$ cat config.mk
export PLATFORM = sky130hd
export DESIGN_NAME = cam_demux_1to8
export DESIGN_NICKNAME = d
export VERILOG_FILES = /design/src/rtl/cam_demux_pkg.sv /design/src/rtl/cam_demux_lane.sv /design/src/rtl/cam_demux_1to8.sv
export SDC_FILE = /design/constraint.sdc
export NUM_CORES = 1
export LEC_CHECK = 0
export ABC_AREA = 1
export CAP_MARGIN = 20
export CORE_ASPECT_RATIO = 1.25
export CORE_UTILIZATION = 53
export CTS_CLUSTER_SIZE = 30
export DETAILED_ROUTE_END_ITERATION = 12
export PLACE_DENSITY = 0.89
export SLEW_MARGIN = 5
export SYNTH_ARGS = -nofsm -noshare
export SYNTH_HDL_FRONTEND = slang
export SYNTH_SLANG_ARGS = --single-unit
$ cat constraint.sdc
create_clock -name clk -period 8.44 [get_ports clk]
set_clock_uncertainty 0.05 [all_clocks]
set_input_delay 1.266 -clock clk [delete_from_list [all_inputs] [get_ports clk]]
set_output_delay 1.266 -clock clk [all_outputs]
set_load 0.03 [all_outputs]
$ cat src/rtl/cam_demux_pkg.sv
// Shared definitions for the cam_demux_1to8 block.
// Lane count, select/occupancy widths, lane state encoding and small helpers.
// The lane count is fixed at 8 because the select is 3 bits; other values are unsupported.
package cam_demux_pkg;

  localparam int unsigned LANES = 8;
  localparam int unsigned SEL_W = 3;
  localparam int unsigned OCC_W = 4;

  typedef logic [SEL_W-1:0] lane_sel_t;
  typedef logic [LANES-1:0] lane_mask_t;

  typedef enum logic {
    StEmpty,
    StFull
  } lane_state_e;

  // Number of set bits in a lane mask; result fits 0..8 in OCC_W bits.
  function automatic logic [OCC_W-1:0] popcount(input lane_mask_t mask);
    logic [OCC_W-1:0] cnt;
    cnt = '0;
    for (int i = 0; i < LANES; i++) begin
      cnt = cnt + {{(OCC_W-1){1'b0}}, mask[i]};
    end
    return cnt;
  endfunction

  // One-hot decode of a lane index.
  function automatic lane_mask_t sel_decode(input lane_sel_t sel);
    lane_mask_t one;
    one = {{(LANES-1){1'b0}}, 1'b1};
    return one << sel;
  endfunction

endpackage

$ cat src/rtl/cam_demux_lane.sv
// One output lane of cam_demux_1to8: a holding register with EMPTY/FULL state.
// Ports:
//   clk, reset  - clock, synchronous active-high reset
//   load        - write wdata this cycle (only asserted when the lane can accept)
//   drain       - downstream takes the held word this cycle (valid & ready)
//   wdata       - word to store on load
//   valid       - lane holds a word
//   data        - held word; holds last value while empty
//   parity      - even parity of data (only with CAM_DEMUX_PARITY_EN defined)
module cam_demux_lane
  import cam_demux_pkg::*;
#(
  parameter int unsigned DATA_W = 8
) (
  input  logic              clk,
  input  logic              reset,
  input  logic              load,
  input  logic              drain,
  input  logic [DATA_W-1:0] wdata,
  output logic              valid,
  output logic [DATA_W-1:0] data
`ifdef CAM_DEMUX_PARITY_EN
  ,
  output logic              parity
`endif
);

  lane_state_e state;

  always_ff @(posedge clk) begin
    if (reset) begin
      state <= StEmpty;
      data  <= '0;
`ifdef CAM_DEMUX_PARITY_EN
      parity <= 1'b0;
`endif
    end else begin
      case (state)
        StEmpty: begin
          if (load) begin
            state <= StFull;
            data  <= wdata;
`ifdef CAM_DEMUX_PARITY_EN
            parity <= ^wdata;
`endif
          end
        end
        StFull: begin
          // A load while full only happens alongside a drain: replace, stay full.
          if (load) begin
            data <= wdata;
`ifdef CAM_DEMUX_PARITY_EN
            parity <= ^wdata;
`endif
          end else if (drain) begin
            state <= StEmpty;
          end
        end
        default: state <= StEmpty;
      endcase
    end
  end

  assign valid = (state == StFull);

endmodule

$ cat src/rtl/cam_demux_1to8.sv
// Registered 1-to-8 demultiplexer feeding the eight CAM entry-write ports.
// One word plus a 3-bit lane select is accepted per handshake and held in that
// lane's register until the lane's own valid/ready handshake drains it.
// Ports:
//   clk, reset   - clock, synchronous active-high reset
//   in_valid     - upstream word valid
//   in_ready     - selected lane can take a word (depends on in_sel only)
//   in_sel       - target lane 0..7
//   in_data      - word to deliver
//   out_valid    - per-lane valid, bit i = lane i
//   out_ready    - per-lane downstream ready
//   out_data     - lane i in bits [i*DATA_W +: DATA_W]
//   occupancy    - number of lanes holding a word, 0..8
//   out_parity   - per-lane even parity, present only when CAM_DEMUX_PARITY_EN is defined
module cam_demux_1to8
  import cam_demux_pkg::*;
#(
  parameter int unsigned DATA_W = 8
) (
  input  logic                    clk,
  input  logic                    reset,
  input  logic                    in_valid,
  output logic                    in_ready,
  input  logic [SEL_W-1:0]        in_sel,
  input  logic [DATA_W-1:0]       in_data,
  output logic [LANES-1:0]        out_valid,
  input  logic [LANES-1:0]        out_ready,
  output logic [LANES*DATA_W-1:0] out_data,
  output logic [OCC_W-1:0]        occupancy
`ifdef CAM_DEMUX_PARITY_EN
  ,
  output logic [LANES-1:0]        out_parity
`endif
);

  logic             accept;
  lane_mask_t       load;
  lane_mask_t       drain;
  logic [OCC_W-1:0] occ_q;
  logic [OCC_W-1:0] occ_d;

  // A lane can take a word when empty or when it drains in the same cycle.
  assign in_ready = ~out_valid[in_sel] | out_ready[in_sel];
  assign accept   = in_valid & in_ready;
  assign load     = accept ? sel_decode(in_sel) : '0;
  assign drain    = out_valid & out_ready;

  // An accept always adds one; a same-lane drain is already counted in drain.
  always_comb begin
    occ_d = occ_q - popcount(drain) + {{(OCC_W-1){1'b0}}, accept};
  end

  always_ff @(posedge clk) begin
    if (reset) begin
      occ_q <= '0;
    end else begin
      occ_q <= occ_d;
    end
  end

  assign occupancy = occ_q;

  for (genvar i = 0; i < LANES; i++) begin : g_lane
    cam_demux_lane #(
      .DATA_W (DATA_W)
    ) u_lane (
      .clk    (clk),
      .reset  (reset),
      .load   (load[i]),
      .drain  (drain[i]),
      .wdata  (in_data),
      .valid  (out_valid[i]),
      .data   (out_data[i*DATA_W +: DATA_W])
`ifdef CAM_DEMUX_PARITY_EN
      ,
      .parity (out_parity[i])
`endif
    );
  end

endmodule

==> out/results.md <==
| Step | Quantity | Reported |
| --- | --- | --- |
| status | Status | finished clean |
| detailed routing | First-pass iteration count of the detailed router | 4 |
| min path | Hold WC Path Type | reg -> reg |
| logic synthesis | Flop and latch count out of synthesis | 76 |
| worst setup path | Max stage delay cell, worst path | sky130_fd_sc_hd__clkdlybuf4s50_1 |
| detailed routing | Number of nets with antenna violations after detailed routing | 0 |
| detailed routing | DRT iter0 DRCs | 132 |
| logic synthesis | Most area-hungry cell type in the Yosys netlist | sky130_fd_sc_hd__dfxtp_1 |
| detailed routing | Average routed wire per standard cell | 13.2 um |
| grt | Total routing resource utilization after global routing | 0.261 |
| layout | Most common cell after layout, fill and taps aside | sky130_fd_sc_hd__nand2_1 |
| min path | Worst Hold Launch | g_lane[4].u_lane.data[4] |
| clocking | Clock tree buffer depth | 2 |
| floorplanning | # rows | 34 |
| clocking | H-tree Lvls | 3 |
| logic synthesis | Syn avg cell area | 7.00 um2 |
| layout | Fraction of layout cells with a size suffix above 1 | 0.0782 |
| timing | Final setup violating endpoints | 0 |
| worst setup path | CP max FO | 10 |
| detailed routing | Routed via count divided by cell count | 4.72 |
| logic synthesis | Net Count, Synth | 594 |
| floorplanning | Die extent in x | 78.9 um |
| worst setup path | Reg2reg path depth | 12 |
| worst setup path | Critical path class | in -> out |
| floorplanning | Initial core utilization | 0.554 |
| placement | Final weighted congestion in routability-driven placement | 0.894 |
| floorplanning | Boundary Pins | 99 |
| worst setup path | Nature of the critical path startpoint | input pin |
| logic synthesis | Number of different library cells in the post-synthesis netlist | 25 |
| power | Leakage dissipation | 0.00248 uW |
| clocking | TritonCTS sink count | 76 |
| floorplanning | Core region area | 7060 um2 |
| grt | Largest net degree at the start of global routing | 65 |
| detailed routing | DRC Markers | 0 |
| run | Max Cap Violations | 0 |
| timing | Crit path time final | 4.89 ns |
| detailed routing | Total number of vias | 3440 |
| clocking | Clock-pin slew on the worst setup and hold paths | 0.08 ns |
| layout | Number of filler cells placed in the layout | 592 |
| clocking | Root Buffer Master | sky130_fd_sc_hd__clkbuf_8 |
| timing | Worst hold margin | 0.467 ns |
| timing | Transition time at the pin with the least slew margin | 1.04 ns |
| timing | Max Freq | 204 MHz |
| grt | Via count of the first global-routing pass | 3327 |
| logic synthesis | Gate Count Post-Synth | 559 |
| logic synthesis | Total number of yosys warnings | 0 |
| worst setup path | Arrival time worst endpoint | 3.58 ns |
| timing | Setup TNS | 0 ns |
| grt | Total global routing overflow | 0 |
| logic synthesis | Sequential area share after synthesis | 0.389 |
| worst setup path | Setup crit end kind | output pin |
| floorplanning | Total Die Area | 7730 um2 |
| logic synthesis | Largest cells by area after synthesis | sky130_fd_sc_hd__dfxtp_1, sky130_fd_sc_hd__nand2_1, sky130_fd_sc_hd__nor2_1, sky130_fd_sc_hd__inv_1, sky130_fd_sc_hd__nand4_4 |
| worst setup path | Largest delay share family, worst path | buffers and inverters |
| timing | Hold Vio Cnt, Final | 0 |
| timing | Setup repair after global routing missed its margin | no |
| floorplanning | Die Ht | 98.1 um |
| layout | Number of antenna cells inserted | 0 |
| placement | Detailed placement HPWL | 6860 um |
| layout | Number of non-filler instances in the completed layout | 729 |
| worst setup path | Buffer and inverter count on the worst path | 3 |
| timing | Part of the cycle the worst path needs | 0.580 |
| layout | Area delta synth->final | 26.9% |
| worst setup path | Endpoint of the worst-slack reg-to-reg timing path | occupancy[3] |
| clocking | CTS Buf Count | 9 |
| worst setup path | Origin of the critical flop-to-flop path | g_lane[5].u_lane.valid |
| logic synthesis | Netlist area before placement | 3910 um2 |
| power | Power density over the cells | 174 nW/um2 |
| clocking | TritonCTS clock tree | built |
| clocking | Gates resized, CTS repair | 0 |
| clocking | Post-CTS Setup Inserts | 0 |
| min path | Hold Crit Depth | 4 |
| worst setup path | Cells traversed along the worst timing path | clkdlybuf4s50_1 > nand3_1 > nand3_1 > nor2_1 > nand2_4 > nand2_1 > inv_1 > clkdlybuf4s50_1 |
| worst setup path | Cell depth of the worst setup path | 8 |
| worst setup path | Critical Path RT | 7.12 ns |
| timing | Final number of max-transition violations | 0 |
| timing | Worst slew margin | 0.305 |
| worst setup path | Slowest Stage Delay on Critical Path | 0.91 ns |
| grt | Initial antenna violation count | 0 |
| detailed routing | Routed wire length | 9600 um |
| grt | Global-route wire length before repair | 15600 um |
| clocking | Clock Latency Late Sink | 0.35 ns |
| min path | Hold Path End | g_lane[4].u_lane.data[4] |
| logic synthesis | Portion of synthesized cell area occupied by the leading cell type | 0.389 |
| placement | Number of port buffers | 98 |
| placement | # placed instances | 713 |
| layout | Net count of the finished layout | 669 |
| layout | Commonest cells after routing, fill and taps aside | sky130_fd_sc_hd__nand2_1, sky130_fd_sc_hd__nor2_1, sky130_fd_sc_hd__clkdlybuf4s50_1, sky130_fd_sc_hd__inv_1, sky130_fd_sc_hd__dfxtp_1 |
| power | Maximum resistive drop on vdd | 0.000112 V |
| worst setup path | R2R setup slack | 4.78 ns |
| clocking | Hold_buf cts | 0 |
-- report_power, final --
part / leakage (uW) / internal, uW / switching, uW
Clock: 0.000102 / 167 / 137
Combinational: 0.00176 / 67.3 / 107
Sequential: 0.000618 / 376 / 11.4
-- metal layers --
metal	GRT usage	routed length, um	share of wire
met1	0.283	3690	0.38
met5	0	0	0
met2	0.485	5100	0.53
met4	0.109	228	0.024
met3	0.0505	579	0.060
-- through the flow --
step	power (uW)	instance area, um2	setup WS [ns]	util
2_1_floorplan	510	3910	4.11	-
3_3_place_gp	562	4750	3.51	0.673
3_5_place_dp	570	4750	3.37	0.673
4_1_cts	869	4970	3.55	0.703
5_1_grt	903	4970	3.42	0.703
6_report	865	4970	3.55	0.703
-- synth_stat cells (all sizes together) --
library cell,number
nor3,2
fa,6
nor2,143
nand3,7
xor2,1
nand2,162
buf,33
inv,97
clkbuf,1
xnor2,1
a21oi,9
or2,4
nand4,9
ha,7
dfxtp,76
o21ai,1
-- tightest hold or removal path: cells and delay by family, from the launching register on --
kind | cells | cell delay [ns]
flops | 1 | 0.32
buf+inv | 1 | 0.05
simple gates | 3 | 0.12
-- sequential cells by signal, indices dropped and copies added (netlist names) --
signal and cells:
g_lane.u_lane.valid 8, g_lane.u_lane.data 64, occupancy 4
-- final cells by class --
class                           count  area, um2  area share
Inverter                           97        372      0.0748
Sequential cell                    76       1520       0.306
Multi-Input combinational cell    352       1760       0.355
Timing Repair Buffer               98        981       0.198
Clock buffer                       10        128      0.0257
Clock inverter                      6       88.8      0.0179
Tap cell                           90        113      0.0227
-- cells by family after synthesis --
family	synth area share
xor+xnor	0.00448
fa+ha+maj	0.0531
simple gates	0.380
flops	0.389
buf+inv	0.161
compound gates	0.0128
-- worst max-delay path by stage --
stage	slack, ns	from	end
6_report	3.55	in_sel[1]	in_ready
5_1_grt	3.42	in_sel[1]	in_ready
4_1_cts	3.55	in_sel[1]	in_ready
3_5_place_dp	3.37	out_ready[4]	occupancy[3]
3_3_place_gp	3.51	out_ready[4]	occupancy[3]
2_1_floorplan	4.11	out_ready[4]	occupancy[3]
No activity file was read; power rests on OpenSTA's default activity.
